[config.mk]
export PLATFORM = sky130hd
export DESIGN_NAME = wb_arbiter
export DESIGN_NICKNAME = d
export VERILOG_FILES = /design/src/rtl/ariane_pkg.sv /design/src/rtl/wb_arbiter_pkg.sv /design/src/rtl/wb_src_fifo.sv /design/src/rtl/wb_arbiter.sv
export SDC_FILE = /design/constraint.sdc
export NUM_CORES = 2
export LEC_CHECK = 0
export ABC_AREA = 1
export ABC_CLOCK_PERIOD_IN_PS = 25600
export BUFFER_PORTS_ARGS = -buffer_cell sky130_fd_sc_hd__clkbuf_2
export CORE_AREA = 4 4 455 457
export CTS_BUF_LIST = sky130_fd_sc_hd__clkbuf_4 sky130_fd_sc_hd__clkbuf_8
export CTS_CLUSTER_SIZE = 16
export DETAILED_ROUTE_END_ITERATION = 10
export DIE_AREA = 0 0 459 461
export PLACE_DENSITY_LB_ADDON = 0.08
export SKIP_CTS_REPAIR_TIMING = 1
export SYNTH_ARGS = -nofsm -noshare
export SYNTH_HDL_FRONTEND = slang
export SYNTH_SLANG_ARGS = --single-unit
[constraint.sdc]
create_clock -name clk_i -period 25.6 [get_ports clk_i]
set_clock_uncertainty 0.1 [all_clocks]
set_input_delay 2.56 -clock clk_i [delete_from_list [all_inputs] [get_ports clk_i]]
set_output_delay 2.56 -clock clk_i [all_outputs]
set_load 0.01 [all_outputs]
[src/rtl/ariane_pkg.sv]
// Shared core package slice: scoreboard transaction-ID width and the exception record
// carried alongside every functional-unit result.
package ariane_pkg;

    localparam int unsigned TRANS_ID_BITS = 3;

    typedef struct packed {
        logic [63:0] cause;
        logic [63:0] tval;
        logic        valid;
    } exception_t;

endpackage

[src/rtl/wb_arbiter_pkg.sv]
// Write-back arbiter constants: result width, flattened buffer-entry width and an
// index-width helper that stays at least one bit wide.
package wb_arbiter_pkg;

    import ariane_pkg::*;

    localparam int unsigned WB_DATA_W  = 64;
    localparam int unsigned WB_ENTRY_W = TRANS_ID_BITS + WB_DATA_W + $bits(exception_t);

    function automatic int unsigned idx_w(input int unsigned n);
        return (n > 1) ? $clog2(n) : 1;
    endfunction

endpackage

[src/rtl/wb_src_fifo.sv]
// Per-source result buffer: DEPTH-entry FIFO with the head visible combinationally,
// push refused when full, pop ignored when empty, flush empties it on the next edge.
module wb_src_fifo #(
    parameter int unsigned DEPTH = 2,
    parameter int unsigned WIDTH = 8
) (
    input  logic             clk_i,
    input  logic             rst_ni,
    input  logic             flush_i,
    input  logic             push_i,
    input  logic             pop_i,
    input  logic [WIDTH-1:0] data_i,
    output logic [WIDTH-1:0] data_o,
    output logic             full_o,
    output logic             empty_o
);

    localparam int unsigned PTR_W = $clog2(DEPTH);

    logic [WIDTH-1:0] r_mem [DEPTH];
    logic [PTR_W-1:0] r_wr_ptr;
    logic [PTR_W-1:0] r_rd_ptr;
    logic [PTR_W:0]   r_count;
    logic             w_push;
    logic             w_pop;

    assign full_o  = (r_count == (PTR_W+1)'(DEPTH));
    assign empty_o = (r_count == '0);
    assign w_push  = push_i & ~full_o & ~flush_i;
    assign w_pop   = pop_i & ~empty_o & ~flush_i;
    assign data_o  = r_mem[r_rd_ptr];

    // Payload storage needs no reset: the head is only consumed when the count says so.
    always_ff @(posedge clk_i) begin
        if (w_push) begin
            r_mem[r_wr_ptr] <= data_i;
        end
    end

    always_ff @(posedge clk_i or negedge rst_ni) begin
        if (!rst_ni) begin
            r_wr_ptr <= '0;
            r_rd_ptr <= '0;
            r_count  <= '0;
        end else if (flush_i) begin
            r_wr_ptr <= '0;
            r_rd_ptr <= '0;
            r_count  <= '0;
        end else begin
            if (w_push) begin
                r_wr_ptr <= r_wr_ptr + PTR_W'(1);
            end
            if (w_pop) begin
                r_rd_ptr <= r_rd_ptr + PTR_W'(1);
            end
            case ({w_push, w_pop})
                2'b10:   r_count <= r_count + (PTR_W+1)'(1);
                2'b01:   r_count <= r_count - (PTR_W+1)'(1);
                default: r_count <= r_count;
            endcase
        end
    end

endmodule

[src/rtl/wb_arbiter.sv]
// Buffers functional-unit results per source and drains up to NR_WB_PORTS of them per
// cycle onto the scoreboard write-back ports in round-robin order.
module wb_arbiter
    import ariane_pkg::*;
    import wb_arbiter_pkg::*;
#(
    parameter int unsigned NR_SRC      = 4,
    parameter int unsigned NR_WB_PORTS = 2,
    parameter int unsigned DEPTH       = 2
) (
    input  logic                                         clk_i,
    input  logic                                         rst_ni,
    input  logic                                         flush_i,
    input  logic [NR_SRC-1:0]                            src_valid_i,
    output logic [NR_SRC-1:0]                            src_ready_o,
    input  logic [NR_SRC-1:0][TRANS_ID_BITS-1:0]         src_trans_id_i,
    input  logic [NR_SRC-1:0][WB_DATA_W-1:0]             src_data_i,
    input  exception_t [NR_SRC-1:0]                      src_ex_i,
    output logic [NR_WB_PORTS-1:0][TRANS_ID_BITS-1:0]    trans_id_o,
    output logic [NR_WB_PORTS-1:0][WB_DATA_W-1:0]        wbdata_o,
    output exception_t [NR_WB_PORTS-1:0]                 ex_o,
    output logic [NR_WB_PORTS-1:0]                       wt_valid_o
);

    localparam int unsigned SRC_W  = idx_w(NR_SRC);
    localparam int unsigned PORT_W = idx_w(NR_WB_PORTS);

    logic [NR_SRC-1:0]                 w_full;
    logic [NR_SRC-1:0]                 w_empty;
    logic [NR_SRC-1:0]                 w_push;
    logic [NR_SRC-1:0]                 w_pop;
    logic [NR_SRC-1:0][WB_ENTRY_W-1:0] w_head;

    logic [SRC_W-1:0] r_rr;
    logic [SRC_W-1:0] w_rr_next;
    logic [SRC_W:0]   w_scan_sum;
    logic [SRC_W-1:0] w_scan_idx;
    logic [PORT_W:0]  w_port_cnt;
    logic             w_any_grant;
    logic [SRC_W-1:0] w_last;

    for (genvar gi = 0; gi < NR_SRC; gi++) begin : g_src
        assign w_push[gi] = src_valid_i[gi] & ~w_full[gi] & ~flush_i;

        wb_src_fifo #(
            .DEPTH (DEPTH),
            .WIDTH (WB_ENTRY_W)
        ) i_fifo (
            .clk_i   (clk_i),
            .rst_ni  (rst_ni),
            .flush_i (flush_i),
            .push_i  (w_push[gi]),
            .pop_i   (w_pop[gi]),
            .data_i  ({src_trans_id_i[gi], src_data_i[gi], src_ex_i[gi]}),
            .data_o  (w_head[gi]),
            .full_o  (w_full[gi]),
            .empty_o (w_empty[gi])
        );
    end

    // Ready is purely "not full", so a source never sees a path through the grant logic.
    assign src_ready_o = ~w_full;

    // Walk the sources starting at r_rr; the k-th non-empty one lands on port k.
    always_comb begin
        w_pop       = '0;
        wt_valid_o  = '0;
        trans_id_o  = '0;
        wbdata_o    = '0;
        ex_o        = '0;
        w_port_cnt  = '0;
        w_any_grant = 1'b0;
        w_last      = r_rr;
        w_scan_sum  = '0;
        w_scan_idx  = '0;
        for (int i = 0; i < NR_SRC; i++) begin
            w_scan_sum = {1'b0, r_rr} + (SRC_W+1)'(i);
            if (w_scan_sum >= (SRC_W+1)'(NR_SRC)) begin
                w_scan_sum = w_scan_sum - (SRC_W+1)'(NR_SRC);
            end
            w_scan_idx = w_scan_sum[SRC_W-1:0];
            if (!flush_i && !w_empty[w_scan_idx] &&
                (w_port_cnt < (PORT_W+1)'(NR_WB_PORTS))) begin
                w_pop[w_scan_idx] = 1'b1;
                wt_valid_o[w_port_cnt[PORT_W-1:0]] = 1'b1;
                {trans_id_o[w_port_cnt[PORT_W-1:0]],
                 wbdata_o[w_port_cnt[PORT_W-1:0]],
                 ex_o[w_port_cnt[PORT_W-1:0]]} = w_head[w_scan_idx];
                w_port_cnt  = w_port_cnt + (PORT_W+1)'(1);
                w_any_grant = 1'b1;
                w_last      = w_scan_idx;
            end
        end
    end

    always_comb begin
        w_rr_next = r_rr;
        if (flush_i) begin
            w_rr_next = '0;
        end else if (w_any_grant) begin
            w_rr_next = (w_last == SRC_W'(NR_SRC - 1)) ? '0 : w_last + SRC_W'(1);
        end
    end

    always_ff @(posedge clk_i or negedge rst_ni) begin
        if (!rst_ni) begin
            r_rr <= '0;
        end else begin
            r_rr <= w_rr_next;
        end
    end

    // Scoreboard IDs are unique in flight, so two live ports must never share one.
    for (genvar gi = 0; gi < NR_WB_PORTS; gi++) begin : g_uid_a
        for (genvar gj = gi + 1; gj < NR_WB_PORTS; gj++) begin : g_uid_b
            a_unique_id: assert property (@(posedge clk_i) disable iff (!rst_ni)
                !(wt_valid_o[gi] && wt_valid_o[gj] && (trans_id_o[gi] == trans_id_o[gj])));
        end
    end

endmodule

==> impl_metrics.tcl <==
set metrics [dict create \
    outcome "complete, no violations" \
    critical_path_peak_fanout 196 \
    netlist_top_cells_count "sky130_fd_sc_hd__nand2_1 (3402), sky130_fd_sc_hd__edfxtp_1 (1568), sky130_fd_sc_hd__o21ai_0 (1360)" \
    number_of_clock_buffers_inserted_by_tritoncts 301 \
    cp-start-kind "register" \
    drt-wirelength-per-cell_um 31.25 \
    tritoncts "built" \
    ys_dominant_reg_cell "sky130_fd_sc_hd__edfxtp_1" \
    reg2reg_from "g_src[2].i_fifo.r_count[0]" \
    fmaxAchievable_mhz 82.37 \
    utilization_pct 47.80 \
    finalHoldViolCount 0 \
    post_synth.cell_area_avg_um2 9.033 \
    min_tclk_post_route_ns 12.14 \
    pin_count_of_the_biggest_net_entering_global_routing 200 \
    vdd_drop_max_mv 0.1794 \
    die_width_um 459 \
    crit_arrival_ns 9.48 \
    drt_wl_total_um 412800 \
    die_area_mm2 0.2116 \
    gp_congestion 1.021 \
    finalCritPeriodShare_pct 47.42 \
    synth_most_common_cell "sky130_fd_sc_hd__nand2_1" \
    synth.area.mux_share_pct 5.722 \
    timing.final.max_slew_violations 0 \
    vias_in_the_first_global_route 69790 \
    slew-limit-headroom_pct 4.465 \
    synth_compound_area_share_pct 13.51 \
    clockRootBuffer "sky130_fd_sc_hd__clkbuf_8" \
    clock_sinks 1586 \
    clock_pin_slew_of_the_registers_on_the_worst_case_setup_and_hold_paths_ns 0.05 \
    start_util_pct 41.17 \
    timing.setup.critical_path_class "reg2out" \
    powerDensity_mw_per_mm2 152.4 \
    insertion_delay_ns 1.03 \
    worst_r2r_endpoint "g_src[2].i_fifo.r_mem[0][90]" \
    totalPowerFinal_w 0.01482 \
    yosys_warnings 0 \
    drt-pass1-iter-count 8 \
    finish.net_count 10970 \
    ctsLongestPathBuffers 4 \
    synth_async_sr_flop_share_pct 1.135 \
    final.fill_count 19570 \
    design.core.area_mm2 0.2035 \
    yosysSeqAreaShare_pct 56.73 \
    crit_path_end_kind "primary output" \
    synthAdderAreaFrac_pct 0.1344 \
    grt_setup_unrepaired "false" \
    synth_top_family_by_area "simple AND/OR/NAND/NOR gates" \
    hold_path_end "g_src[1].i_fifo.r_count[1]" \
    cp.required_ns 22.94 \
    yosys.cell_types.count 36 \
    synth_xor_area_share_pct 0.03136 \
    synth.top_cells.by_area "sky130_fd_sc_hd__edfxtp_1 (56%), sky130_fd_sc_hd__nand2_1 (15%), sky130_fd_sc_hd__o21ai_0 (8.1%)" \
    finalSetupTns_ns 0 \
    postSynthRegisterBits 1586 \
    drtIter0Drc 10700 \
    floorplan.rows 166 \
    total_drc_errors_in_the_routed_layout 0 \
    dieHeight_um 461 \
    h-tree-depth 5 \
    layout-drive-gt1-share_pct 17.85 \
    ios 1189 \
    post_synth_inst_count 9276 \
    max-cap-violations 0 \
    ratio_of_routed_vias_to_standard_cells 5.839 \
    total_leakage_power_nw 38.88 \
    min-delay-start "g_src[1].i_fifo.r_count[1]" \
    post-synth-top-area-cell "sky130_fd_sc_hd__edfxtp_1" \
    hp-class "reg2reg" \
    globalRouteOverflowTotal 0 \
    setup_viol 0 \
    hpwlAfterDp_um 284000 \
    synth_enable_flop_cells 1568 \
    post-synth-top-area-fraction_pct 56.19 \
    port_buffers 1188 \
    grt_antenna_before_repair 209 \
    syn-num-nets 10080 \
    via_count 77120 \
    worst_hold_stages 2 \
    rrSetupSlack_ns 20.02 \
    worstMarginPinSlew_ns 1.433 \
    antenna_left 0 \
    logic_depth_of_the_worst_register_to_register_path 8 \
    area_delta_synth_final_pct 16.12 \
    gr-usage-all-layers_pct 37.54 \
    post_synth_and_or_nand_nor_area_fraction_pct 19.85 \
    wire_length_of_the_first_global_routing_pass_um 556500 \
    mappedNetlistArea_mm2 0.08379 \
]
power breakdown:
| group | switching (W) | internal [W] | total, W | leakage [nW] |
|---|---|---|---|---|
| combinational | 0.00680 | 0.00241 | 0.00921 | 21.4 |
| sequential | 0.000128 | 0.00311 | 0.00324 | 14.6 |
| clock | 0.00112 | 0.00127 | 0.00238 | 2.91 |
| total | 0.00804 | 0.00678 | 0.0148 | 38.9 |
metrics by stage:
step | cells | setup slack (ns) | hold slack [ns] | area (um^2)
2_1_floorplan | 9276 | 13.36 | 0.4218 | 83790
3_3_place_gp | 12560 | 14.09 | 0.4649 | 91470
3_5_place_dp | 12560 | 14.03 | 0.4677 | 91470
4_1_cts | 13060 | 13.37 | 0.4804 | 96940
5_1_grt | 13140 | 13.00 | 0.5277 | 97120
6_report | 13210 | 13.46 | 0.4851 | 97300
worst max-delay path, stage by stage (launching register included):
cell and delay (ns):
sky130_fd_sc_hd__dfrtp_4 0.75, sky130_fd_sc_hd__inv_8 0.68, sky130_fd_sc_hd__buf_12 0.64, sky130_fd_sc_hd__nand2_1 0.11
sky130_fd_sc_hd__nand2_1 0.14, sky130_fd_sc_hd__nand2_1 0.16, sky130_fd_sc_hd__nand3_4 0.62, sky130_fd_sc_hd__inv_6 0.48
sky130_fd_sc_hd__ha_1 0.41, sky130_fd_sc_hd__nor2_1 0.35, sky130_fd_sc_hd__nand3_2 0.26, sky130_fd_sc_hd__nor2_4 0.25
sky130_fd_sc_hd__inv_8 0.25, sky130_fd_sc_hd__a21oi_4 0.31, sky130_fd_sc_hd__buf_4 0.57, sky130_fd_sc_hd__buf_4 0.84
sky130_fd_sc_hd__buf_4 0.73, sky130_fd_sc_hd__a21oi_1 0.09, sky130_fd_sc_hd__a21oi_1 0.31, sky130_fd_sc_hd__clkbuf_2 0.20
layout by cell type, fill, tap and decap left out, drive strengths merged:
cell type / n
diode: 146
clkinvlp: 7
edfxtp: 1568
nor2: 332
dfrtp: 18
o22ai: 10
buf: 109
mux2i: 479
inv: 133
clkbuf: 1570
o21bai: 4
and2: 51
xor2: 3
ha: 9
bufinv: 5
o21a: 45
a22oi: 1
clkinv: 110
or2: 69
o21ai: 1441
o211ai: 129
nor3: 19
a31oi: 60
nand3: 319
nand2: 3404
nand4: 18
o31ai: 2
a21oi: 460
worst max path at each step:
stage                     depth (start not counted)                        to  startpoint  slack (ns)
after floorplan                                   5  g_src[2].i_fifo.r_wr_ptr     flush_i       13.36
after global routing                             19                  ex_o[71]     r_rr[0]       13.00
after detailed placement                         15                 ex_o[118]     flush_i       14.03
after CTS                                        19                  ex_o[24]     r_rr[0]       13.37
final                                            19                  ex_o[43]     r_rr[0]       13.46
after global placement                           15                 ex_o[118]     flush_i       14.09
cells by family (layout without fill, tap and decap cells):
| family | count (synthesis) | after routing |
|---|---|---|
| AOI/OAI and AO/OA | 2152 | 2152 |
| xor gates and xnor gates | 3 | 3 |
| adders and majority gates | 9 | 9 |
| buffers and inverters | 835 | 1934 |
| DFF | 1586 | 1586 |
| muxes | 479 | 479 |
| other | 0 | 146 |
| and+or+nand+nor | 4212 | 4212 |
state kept, by name, indices dropped and copies added, names as in the netlist:
name and count:
g_src.i_fifo.r_count 8, g_src.i_fifo.r_mem 1568, r_rr 2, g_src.i_fifo.r_rd_ptr 4, g_src.i_fifo.r_wr_ptr 4
layout make-up:
type	instances	area [um^2]	share of cell area, %
sequential	1586	47560	48.88
multi-input combinational	6855	32990	33.91
timing repair buffer	1297	6977	7.170
clock buffer	382	4776	4.908
tap	2688	3363	3.457
clock inverter	124	694.4	0.7137
inverter	131	576.8	0.5928
antenna	146	365.4	0.3755
per-layer routing:
metal	wire (um)	GRT usage, %	up-vias
li1	-	-	34110
met1	158700	47.83	37310
met2	180600	56.57	4687
met3	44800	10.55	953
met4	28290	23.34	70
met5	476	0	-
Power figures use the tool's default switching activity.
